`config.mk`:
```
export PLATFORM = sky130hd
export DESIGN_NAME = pack_send_flat
export DESIGN_NICKNAME = d
export VERILOG_FILES = /design/src/rtl/pack_send_pkg.sv /design/src/rtl/pack_send_if.sv /design/src/rtl/sync_ff.sv /design/src/rtl/pack_send.sv /design/src/flat_wrapper.sv
export SDC_FILE = /design/constraint.sdc
export NUM_CORES = 1
export LEC_CHECK = 0
export ABC_AREA = 0
export BUFFER_PORTS_ARGS = -buffer_cell sky130_fd_sc_hd__buf_4
export CAP_MARGIN = 20
export CORE_ASPECT_RATIO = 0.75
export CORE_MARGIN = 1
export CORE_UTILIZATION = 53
export DETAILED_ROUTE_END_ITERATION = 8
export PLACE_DENSITY = 0.89
export SETUP_SLACK_MARGIN = 0.02
export SLEW_MARGIN = 10
export SYNTH_ARGS = -nofsm -noshare
export SYNTH_HDL_FRONTEND = slang
export SYNTH_SLANG_ARGS = --single-unit
```
`constraint.sdc`:
```
create_clock -name clk -period 5.4 [get_ports clk]
set_input_delay 0.27 -clock clk [delete_from_list [all_inputs] [get_ports clk]]
set_output_delay 0.27 -clock clk [all_outputs]
set_load 0.05 [all_outputs]
```
`src/rtl/pack_send_pkg.sv`:
```
// Shared types and constants for the pack_send sender and its downstream checkers.
package pack_send_pkg;

    typedef enum logic [1:0] {
        IDLE  = 2'd0,
        SETUP = 2'd1,
        REQ   = 2'd2,
        WAIT  = 2'd3
    } state_t;

    localparam int TAIL_BIT = 1;
    localparam int HEAD_BIT = 0;

endpackage

```
`src/rtl/pack_send_if.sv`:
```
// Flit input handshake plus the two-phase bundled-data link toward the asynchronous side.
interface pack_send_if #(
    parameter int WORD_WIDTH = 32
) ();
    logic                  in_valid;
    logic                  in_ready;
    logic [WORD_WIDTH-3:0] in_data;
    logic                  in_last;
    logic                  req;
    logic                  ack;
    logic [WORD_WIDTH-1:0] Data;

    modport master (
        input  in_valid, in_data, in_last, ack,
        output in_ready, req, Data
    );

    modport slave (
        output in_valid, in_data, in_last, ack,
        input  in_ready, req, Data
    );
endinterface

```
`src/rtl/sync_ff.sv`:
```
// Multi-stage flip-flop synchroniser with synchronous reset.
module sync_ff #(
    parameter int STAGES = 2,
    parameter int WIDTH  = 1
) (
    input  logic             clk,
    input  logic             reset,
    input  logic [WIDTH-1:0] d,
    output logic [WIDTH-1:0] q
);

    // Stage 0 occupies the low bits; the oldest sample sits at the top.
    logic [STAGES*WIDTH-1:0] chain_reg;

    always_ff @(posedge clk) begin
        if (reset) begin
            chain_reg <= '0;
        end else begin
            chain_reg <= {chain_reg[(STAGES-1)*WIDTH-1:0], d};
        end
    end

    assign q = chain_reg[STAGES*WIDTH-1 -: WIDTH];

endmodule

```
`src/rtl/pack_send.sv`:
```
// Clocked flit source driving a two-phase bundled-data link with head/tail framing.
// Optional ack watchdog enabled by defining PACK_SEND_TIMEOUT_EN.
module pack_send
    import pack_send_pkg::*;
#(
    parameter int WORD_WIDTH     = 32,
    parameter int SETUP_CYCLES   = 1,
    parameter int SYNC_STAGES    = 2,
    parameter int TIMEOUT_CYCLES = 1024
) (
    input  logic        clk,
    input  logic        reset,
    pack_send_if.master bus,
    output logic [31:0] PacketTX,
    output logic        busy
`ifdef PACK_SEND_TIMEOUT_EN
    ,
    output logic        timeout_err
`endif
);

    localparam int SETUP_W = (SETUP_CYCLES > 1) ? $clog2(SETUP_CYCLES) : 1;

    if (WORD_WIDTH < 3 || SYNC_STAGES < 2 || SETUP_CYCLES < 0 || TIMEOUT_CYCLES < 1) begin : g_param_check
        $error("pack_send: illegal parameter value");
    end

    state_t                state_reg, state_next;
    logic [WORD_WIDTH-1:0] data_reg, data_next;
    logic                  head_reg, head_next;
    logic                  req_reg, req_next;
    logic [31:0]           pkt_reg, pkt_next;
    logic [SETUP_W-1:0]    setup_cnt_reg, setup_cnt_next;
    logic                  ack_sync;
    logic                  in_ready;
    logic                  accept;

    sync_ff #(
        .STAGES (SYNC_STAGES),
        .WIDTH  (1)
    ) u_ack_sync (
        .clk   (clk),
        .reset (reset),
        .d     (bus.ack),
        .q     (ack_sync)
    );

    assign in_ready = (state_reg == IDLE) && !reset;
    assign accept   = bus.in_valid && in_ready;

    always_comb begin
        state_next     = state_reg;
        data_next      = data_reg;
        head_next      = head_reg;
        req_next       = req_reg;
        pkt_next       = pkt_reg;
        setup_cnt_next = setup_cnt_reg;
        case (state_reg)
            IDLE: begin
                if (accept) begin
                    data_next      = {bus.in_data, bus.in_last, head_reg};
                    head_next      = bus.in_last;
                    setup_cnt_next = '0;
                    state_next     = (SETUP_CYCLES == 0) ? REQ : SETUP;
                end
            end
            SETUP: begin
                if (setup_cnt_reg == SETUP_W'(SETUP_CYCLES - 1)) begin
                    state_next = REQ;
                end else begin
                    setup_cnt_next = setup_cnt_reg + SETUP_W'(1);
                end
            end
            REQ: begin
                req_next   = ~req_reg;
                state_next = WAIT;
            end
            WAIT: begin
                // Stray ack edges outside WAIT never reach this comparison.
                if (ack_sync == req_reg) begin
                    if (data_reg[TAIL_BIT]) begin
                        pkt_next = pkt_reg + 32'd1;
                    end
                    state_next = IDLE;
                end
            end
            default: state_next = IDLE;
        endcase
    end

    always_ff @(posedge clk) begin
        if (reset) begin
            state_reg     <= IDLE;
            data_reg      <= '0;
            head_reg      <= 1'b1;
            req_reg       <= 1'b0;
            pkt_reg       <= '0;
            setup_cnt_reg <= '0;
        end else begin
            state_reg     <= state_next;
            data_reg      <= data_next;
            head_reg      <= head_next;
            req_reg       <= req_next;
            pkt_reg       <= pkt_next;
            setup_cnt_reg <= setup_cnt_next;
        end
    end

`ifdef PACK_SEND_TIMEOUT_EN
    localparam int TO_W = $clog2(TIMEOUT_CYCLES + 1);

    logic [TO_W-1:0] to_cnt_reg, to_cnt_next;
    logic            to_err_reg, to_err_next;

    // The counter saturates at the limit; the FSM keeps waiting regardless.
    always_comb begin
        to_cnt_next = to_cnt_reg;
        to_err_next = to_err_reg;
        if (state_reg == REQ) begin
            to_cnt_next = '0;
        end else if (state_reg == WAIT && to_cnt_reg != TO_W'(TIMEOUT_CYCLES)) begin
            to_cnt_next = to_cnt_reg + TO_W'(1);
            if (to_cnt_next == TO_W'(TIMEOUT_CYCLES)) begin
                to_err_next = 1'b1;
            end
        end
    end

    always_ff @(posedge clk) begin
        if (reset) begin
            to_cnt_reg <= '0;
            to_err_reg <= 1'b0;
        end else begin
            to_cnt_reg <= to_cnt_next;
            to_err_reg <= to_err_next;
        end
    end

    assign timeout_err = to_err_reg;
`endif

    assign bus.in_ready = in_ready;
    assign bus.req      = req_reg;
    assign bus.Data     = data_reg;
    assign PacketTX     = pkt_reg;
    assign busy         = (state_reg != IDLE);

endmodule

```
`src/flat_wrapper.sv`:
```
// flat-port wrapper written by rule: the top's interface ports become plain ports
module pack_send_flat import pack_send_pkg::*;
#(
    parameter int WORD_WIDTH     = 32,
    parameter int SETUP_CYCLES   = 1,
    parameter int SYNC_STAGES    = 2,
    parameter int TIMEOUT_CYCLES = 1024
)
  (clk, reset, PacketTX, busy, bus_in_valid, bus_in_data, bus_in_last, bus_ack, bus_in_ready, bus_req, bus_Data);
  pack_send_if #(.WORD_WIDTH(WORD_WIDTH)) bus_i ();
  input  logic clk;
  input  logic reset;
  output logic [31:0] PacketTX;
  output logic busy;
  input wire logic [$bits(bus_i.in_valid)-1:0] bus_in_valid;
  input wire logic [$bits(bus_i.in_data)-1:0] bus_in_data;
  input wire logic [$bits(bus_i.in_last)-1:0] bus_in_last;
  input wire logic [$bits(bus_i.ack)-1:0] bus_ack;
  output wire logic [$bits(bus_i.in_ready)-1:0] bus_in_ready;
  output wire logic [$bits(bus_i.req)-1:0] bus_req;
  output wire logic [$bits(bus_i.Data)-1:0] bus_Data;
  assign bus_i.in_valid = bus_in_valid;
  assign bus_i.in_data = bus_in_data;
  assign bus_i.in_last = bus_in_last;
  assign bus_i.ack = bus_ack;
  assign bus_in_ready = bus_i.in_ready;
  assign bus_req = bus_i.req;
  assign bus_Data = bus_i.Data;
  pack_send #(.WORD_WIDTH(WORD_WIDTH), .SETUP_CYCLES(SETUP_CYCLES), .SYNC_STAGES(SYNC_STAGES), .TIMEOUT_CYCLES(TIMEOUT_CYCLES)) u_core (.clk(clk), .reset(reset), .bus(bus_i), .PacketTX(PacketTX), .busy(busy));
endmodule
```
==> impl_metrics.env, run 1 <==
export IMPL_vias=2866
export IMPL_wl_per_cell_um=13.8
export IMPL_timing_rr_end="u_core.PacketTX[28]"
export IMPL_grt_max_degree=82
export IMPL_cts_tree="yes"
export IMPL_cts_sinks=70
export IMPL_crit_type="flip-flop to flip-flop"
export IMPL_path_clk_slew_ns=0.07
export IMPL_nets=490
export IMPL_maxCapViolations=0
export IMPL_layout_commonest_cell="buf_4"
export IMPL_path_cells="ha_1 > nand4_1 > or4_4 > or4_1 > a21oi_1"
export IMPL_yosysWarnings=0
export IMPL_crit_cells=5
export IMPL_rsz0062_at_grt="false"
export IMPL_dp_hpwl_um=4940
export IMPL_core_um2=5440
export IMPL_synth_cell_types=31
export IMPL_max_slew_margin_rel=0.399
export IMPL_cts_setup_buffers=0
export IMPL_r2r_start="u_core.state_reg[1]"
export IMPL_ant_nets=0
export IMPL_worst_path_buf_inv=0
export IMPL_worst_slack_ns=3.07
export IMPL_placed_cell_area_um2=3810
export IMPL_post_cts_resized=0
export IMPL_syn_inst=360
export IMPL_die_x_um=89.5
export IMPL_gr_total_overflow=0
export IMPL_ys_ff_latch=70
export IMPL_die_h_um=67.6
export IMPL_finalHoldViolCount=0
export IMPL_clockRootBuffer="clkbuf_8"
export IMPL_report_final_slew_viol_count=0
export IMPL_yosys_top_cells_area="dfxtp_1, nand2b_1, o21ai_0, nand2_1, mux2_2"
export IMPL_drc=0
export IMPL_antenna_found_initial=0
export IMPL_hold_class="input port to flip-flop"
export IMPL_skew_ns=0.00843
export IMPL_n_antenna_cell=0
export IMPL_setup_violations=0
export IMPL_rows=23
export IMPL_worst_pin_slew_ns=0.902
export IMPL_cts_path_max_buffers=2
export IMPL_final_cell_mix="buf_4, dfxtp_1, nand2_1, o21ai_0, nand2b_1"
export IMPL_power_mw=1.52
export IMPL_power_leakage_nw=1.62
export IMPL_final_area_um2=4020
export IMPL_place_ws_ns=3.11
export IMPL_fillers=383
export IMPL_seqCellArea_um2=1400
export IMPL_critPathTopFamily="simple AND/OR/NAND/NOR gates"
export IMPL_cts_hold_buf=0
export IMPL_endpoint_kind="flip-flop"
export IMPL_cts_max_level=3
export IMPL_syn_area_um2=3040
export IMPL_fmax_mhz=430
export IMPL_multi_input_area_um2=1510
export IMPL_cts_buffers=9
export IMPL_grt_pass1_wl_um=12000
export IMPL_vias_per_cell=5.40
export IMPL_power_density_nw_per_um2=379
export IMPL_cp_max_fo=14
export IMPL_period_share=0.431
export IMPL_initial_core_util=0.559
export IMPL_insertion_delay_ns=0.34
export IMPL_num_io_pins=102
export IMPL_layoutNonFillerInstCount=531
export IMPL_tns_ns=0
export IMPL_status="complete, no violations"
export IMPL_crit_path_start="u_core.state_reg[1]"
export IMPL_worstPathArrival_ns=2.58
export IMPL_drt_total_wl_um=7320
export IMPL_startpoint_type="flip-flop"
export IMPL_area_growth_syn_to_layout_pct=32.2
export IMPL_crit_end="u_core.PacketTX[28]"
export IMPL_fin_crit_ns=2.33
export IMPL_drive_gt1_frac=0.285
export IMPL_finalWeightedCongestion=0.775
export IMPL_drt_iter0_drc=213
export IMPL_dpl_cell_count=515
export IMPL_synth_nets=399
export IMPL_worstPathRequired_ns=5.65
export IMPL_reg2reg_depth=5
export IMPL_port_buffers=101
export IMPL_yosysTopAreaCell="dfxtp_1"
export IMPL_die_area_um2=6050
export IMPL_synth_avg_cell_area_um2=8.45
export IMPL_slowest_stage="or4_4"
export IMPL_grt_pass1_vias=2595
export IMPL_vdd_ir_drop_max_mv=0.272
export IMPL_ys_seq_area_frac=0.461
export IMPL_drtPass1Iterations=4
export IMPL_grtUsageTotal=0.265
export IMPL_netlist_area_leader_share=0.461
export IMPL_critPathMaxStageDelay_ns=0.65
export IMPL_regToRegSetupSlack_ns=3.07
## metrics by stage
| step | util | hold slack (ns) |
|---|---|---|
| after floorplan | - | 0.379 |
| after global placement | 0.700 | 0.423 |
| after detailed placement | 0.700 | 0.428 |
| after CTS | 0.739 | 0.107 |
| after global routing | 0.739 | 0.106 |
| final | 0.739 | 0.118 |
## worst min-delay path by stage
stage                                         startpoint                        endpoint  slack [ns]  depth (start not counted)
after floorplan                           bus_in_data[8]             u_core.bus.Data[10]        0.38                          2
after global placement    u_core.u_ack_sync.chain_reg[0]  u_core.u_ack_sync.chain_reg[1]        0.42                          1
after detailed placement  u_core.u_ack_sync.chain_reg[0]  u_core.u_ack_sync.chain_reg[1]        0.43                          1
after CTS                                 bus_in_data[3]              u_core.bus.Data[5]        0.11                          3
after global routing                     bus_in_data[20]             u_core.bus.Data[22]        0.11                          3
final                                    bus_in_data[21]             u_core.bus.Data[23]        0.12                          3
## synthesized netlist by cell type
| master | instances |
|---|---|
| o21ai_0 | 38 |
| a211oi_1 | 1 |
| or4_4 | 1 |
| nand2_1 | 47 |
| a21oi_1 | 16 |
| nand2b_1 | 31 |
| ha_1 | 4 |
| dfxtp_1 | 70 |
| or3_2 | 1 |
| or3_1 | 6 |
| nor2b_1 | 13 |
| nor3_1 | 9 |
| o31ai_1 | 7 |
| buf_2 | 1 |
| or4_1 | 7 |
| buf_6 | 1 |
| clkbuf_1 | 19 |
| nor4_1 | 6 |
| nor2_1 | 22 |
| xor2_2 | 1 |
| xor2_1 | 3 |
| and3_1 | 1 |
| mux2i_1 | 1 |
| nand3_1 | 10 |
| inv_1 | 11 |
| and2_1 | 1 |
| mux2_2 | 10 |
| a2bb2oi_1 | 1 |
| and4_1 | 8 |
| nand4_1 | 6 |
| xnor2_1 | 7 |
## kinds of logic after synthesis
family / Yosys count / synth area share
muxes: 11 / 0.0403
AOI/OAI and AO/OA: 63 / 0.111
DFF: 70 / 0.461
xor gates and xnor gates: 11 / 0.0341
and+or+nand+nor: 169 / 0.295
buffers and inverters: 32 / 0.0424
adders and majority gates: 4 / 0.0165
## layer usage
metal  routed length (um)  track usage  vias to the layer above
li1                     -            -                     1419
met2                 3590        0.442                      106
met3                  631        0.106                       10
met5                    0            0                        -
met4                   80       0.0873                        0
met1                 3010        0.312                     1331
## tightest hold or removal path: stages
cell and delay, ns:
buf_4 0.08, nand2_1 0.03, o21ai_0 0.05
## where the power goes
part,internal (mW),switching [mW]
Sequential,0.575,0.0380
Combinational,0.140,0.315
Clock,0.259,0.196
Total,0.974,0.549
## final cells by class
class / instances / area share
multi-input cells: 258 / 0.376
clock buffers: 10 / 0.0317
well taps: 75 / 0.0233
flip-flops and latches: 70 / 0.348
inverters: 11 / 0.0103
clock inverters: 6 / 0.0215
repair buffers: 101 / 0.189
Power figures use the tool's default switching activity.
==> run 2: changes to the inputs <==
- CORE_UTILIZATION: 53 -> 45
- PLACE_DENSITY: 0.89 -> 0.81
- clock period: 5.4 -> 2.1 ns (I/O delays scaled with it)
==> run 2 against run 1 <==
  * Global-route usage decreased by 3.0 points
  * Total power increased by 150%
  * Sequential power increased to 2.6 times the previous value
  * Die area increased by 17%
  * Register-to-register slack got worse by 3.0 ns
  * Final cell count increased by 8.7%
  * Cell area increased by 9.9%
  * Sequential cell count unchanged
  * Clock skew increased by 0.0028 ns
  * Wire length increased by 14%
  * Clock-buffer cell count unchanged
==> impl_metrics.env, run 2 (synthesized netlist as in run 1, its figures left out) <==
export IMPL_n_antenna_cell=0
export IMPL_grt_max_degree=81
export IMPL_report_final_slew_viol_count=0
export IMPL_cp_max_fo=7
export IMPL_port_buffers=101
export IMPL_maxCapViolations=0
export IMPL_nets=530
export IMPL_period_share=0.953
export IMPL_gr_total_overflow=0
export IMPL_setup_violations=0
export IMPL_wl_per_cell_um=14.5
export IMPL_worstPathArrival_ns=2.27
export IMPL_dp_hpwl_um=5160
export IMPL_fmax_mhz=500
export IMPL_num_io_pins=102
export IMPL_grt_pass1_vias=2923
export IMPL_vias_per_cell=5.24
export IMPL_critPathMaxStageDelay_ns=0.53
export IMPL_endpoint_kind="flip-flop"
export IMPL_die_h_um=73.2
export IMPL_cts_max_level=3
export IMPL_worstPathRequired_ns=2.37
export IMPL_layout_commonest_cell="buf_4"
export IMPL_path_cells="ha_4 > nand4_1 > or4_4 > or4_1 > a21oi_1"
export IMPL_grtUsageTotal=0.235
export IMPL_layoutNonFillerInstCount=577
export IMPL_clockRootBuffer="clkbuf_8"
export IMPL_ant_nets=0
export IMPL_drt_iter0_drc=146
export IMPL_drive_gt1_frac=0.306
export IMPL_worst_pin_slew_ns=0.728
export IMPL_rows=25
export IMPL_critPathTopFamily="simple AND/OR/NAND/NOR gates"
export IMPL_cts_path_max_buffers=2
export IMPL_insertion_delay_ns=0.35
export IMPL_area_growth_syn_to_layout_pct=45.3
export IMPL_rsz0062_at_grt="true"
export IMPL_fin_crit_ns=2.00
export IMPL_cts_buffers=9
export IMPL_path_clk_slew_ns=0.08
export IMPL_dpl_cell_count=526
export IMPL_cts_sinks=70
export IMPL_grt_pass1_wl_um=13200
export IMPL_power_density_nw_per_um2=859
export IMPL_core_um2=6410
export IMPL_crit_type="flip-flop to flip-flop"
export IMPL_final_cell_mix="buf_4, dfxtp_1, nand2_1, o21ai_0, dlygate4sd3_1"
export IMPL_cts_tree="yes"
export IMPL_power_leakage_nw=1.77
export IMPL_die_area_um2=7100
export IMPL_vias=3021
export IMPL_drtPass1Iterations=4
export IMPL_antenna_found_initial=0
export IMPL_die_x_um=96.9
export IMPL_slowest_stage="or4_4"
export IMPL_hold_class="input port to flip-flop"
export IMPL_status="complete, no violations"
export IMPL_drt_total_wl_um=8340
export IMPL_worst_path_buf_inv=0
export IMPL_vdd_ir_drop_max_mv=0.817
export IMPL_finalHoldViolCount=0
export IMPL_initial_core_util=0.474
export IMPL_max_slew_margin_rel=0.515
export IMPL_drc=0
export IMPL_power_mw=3.80
export IMPL_finalWeightedCongestion=0.779
export IMPL_skew_ns=0.0113
export IMPL_startpoint_type="flip-flop"
[run 2: changes by cell type in the layout (fill, tap and decap cells not counted), moves of 2 or more]
cell / delta
dlygate4sd3_1: +32
dfxtp_1: -11
dfxtp_2: +8
buf_4: +7
dfxtp_4: +3
bufinv_16: -2
ha_1: -2
ha_4: +2
[run 2: layout make-up]
class                           instances  area, um^2
Fill cell                             493        1990
Multi-Input combinational cell        259        1560
Sequential cell                        70        1420
Timing Repair Buffer                  140        1130
Clock buffer                           10         128
Tap cell                               81         101
Inverter                               11        41.3
Clock inverter                          6        38.8
[run 2: stage by stage]
| step | hold slack, ns | instance area [um^2] | utilization | TNS (ns) | setup slack [ns] |
|---|---|---|---|---|---|
| after floorplan | 0.214 | 3080 | - | 0 | 0.0269 |
| after global placement | 0.299 | 3890 | 0.606 | 0 | 0.0676 |
| after detailed placement | 0.304 | 3890 | 0.606 | 0 | 0.00448 |
| after CTS | 0.0630 | 4380 | 0.683 | 0 | 0.0796 |
| after global routing | 0.111 | 4420 | 0.689 | -0.00682 | -0.00682 |
| final | 0.0837 | 4420 | 0.689 | 0 | 0.0984 |
[run 2: timing repair]
action,in CTS,in global routing
pin swaps,1,0
gates cloned,0,1
hold buffers,32,0
setup buffers,0,2
resized for setup,1,5
endpoints found under the setup margin,5,38
hold endpoints to repair,32,0
[run 2: worst register-to-register path: cells and delay by family, from the launching register on]
kind | cells | cell delay [ns]
flops | 1 | 0.38
fa+ha+maj | 1 | 0.14
compound gates | 1 | 0.16
simple gates | 3 | 1.24
[run 2: report_power, final]
| group | switching, mW | total [mW] | internal, mW | leakage, nW |
|---|---|---|---|---|
| Combinational | 0.844 | 1.26 | 0.419 | 1.11 |
| Clock | 0.514 | 0.938 | 0.424 | 0.0820 |
| Sequential | 0.112 | 1.60 | 1.48 | 0.576 |
[run 2: final timing paths]
path | cells past startpoint | slack, ns | from | to
setup / recovery | 5 | 0.1 | u_core.state_reg[1] | u_core.PacketTX[30]
hold / removal | 4 | 0.08 | bus_in_valid | u_core.bus.Data[1]
setup reg to reg | 5 | 0.1 | u_core.state_reg[1] | u_core.PacketTX[30]
hold reg to reg | 1 | 0.45 | u_core.u_ack_sync.chain_reg[0] | u_core.u_ack_sync.chain_reg[1]
[run 2: layer usage]
metal	GRT usage	vias up	share of wire
met1	0.267	1427	0.44
li1	-	1496	-
met5	0	-	0
met3	0.0766	19	0.056
met2	0.418	79	0.49
met4	0.0912	0	0.020
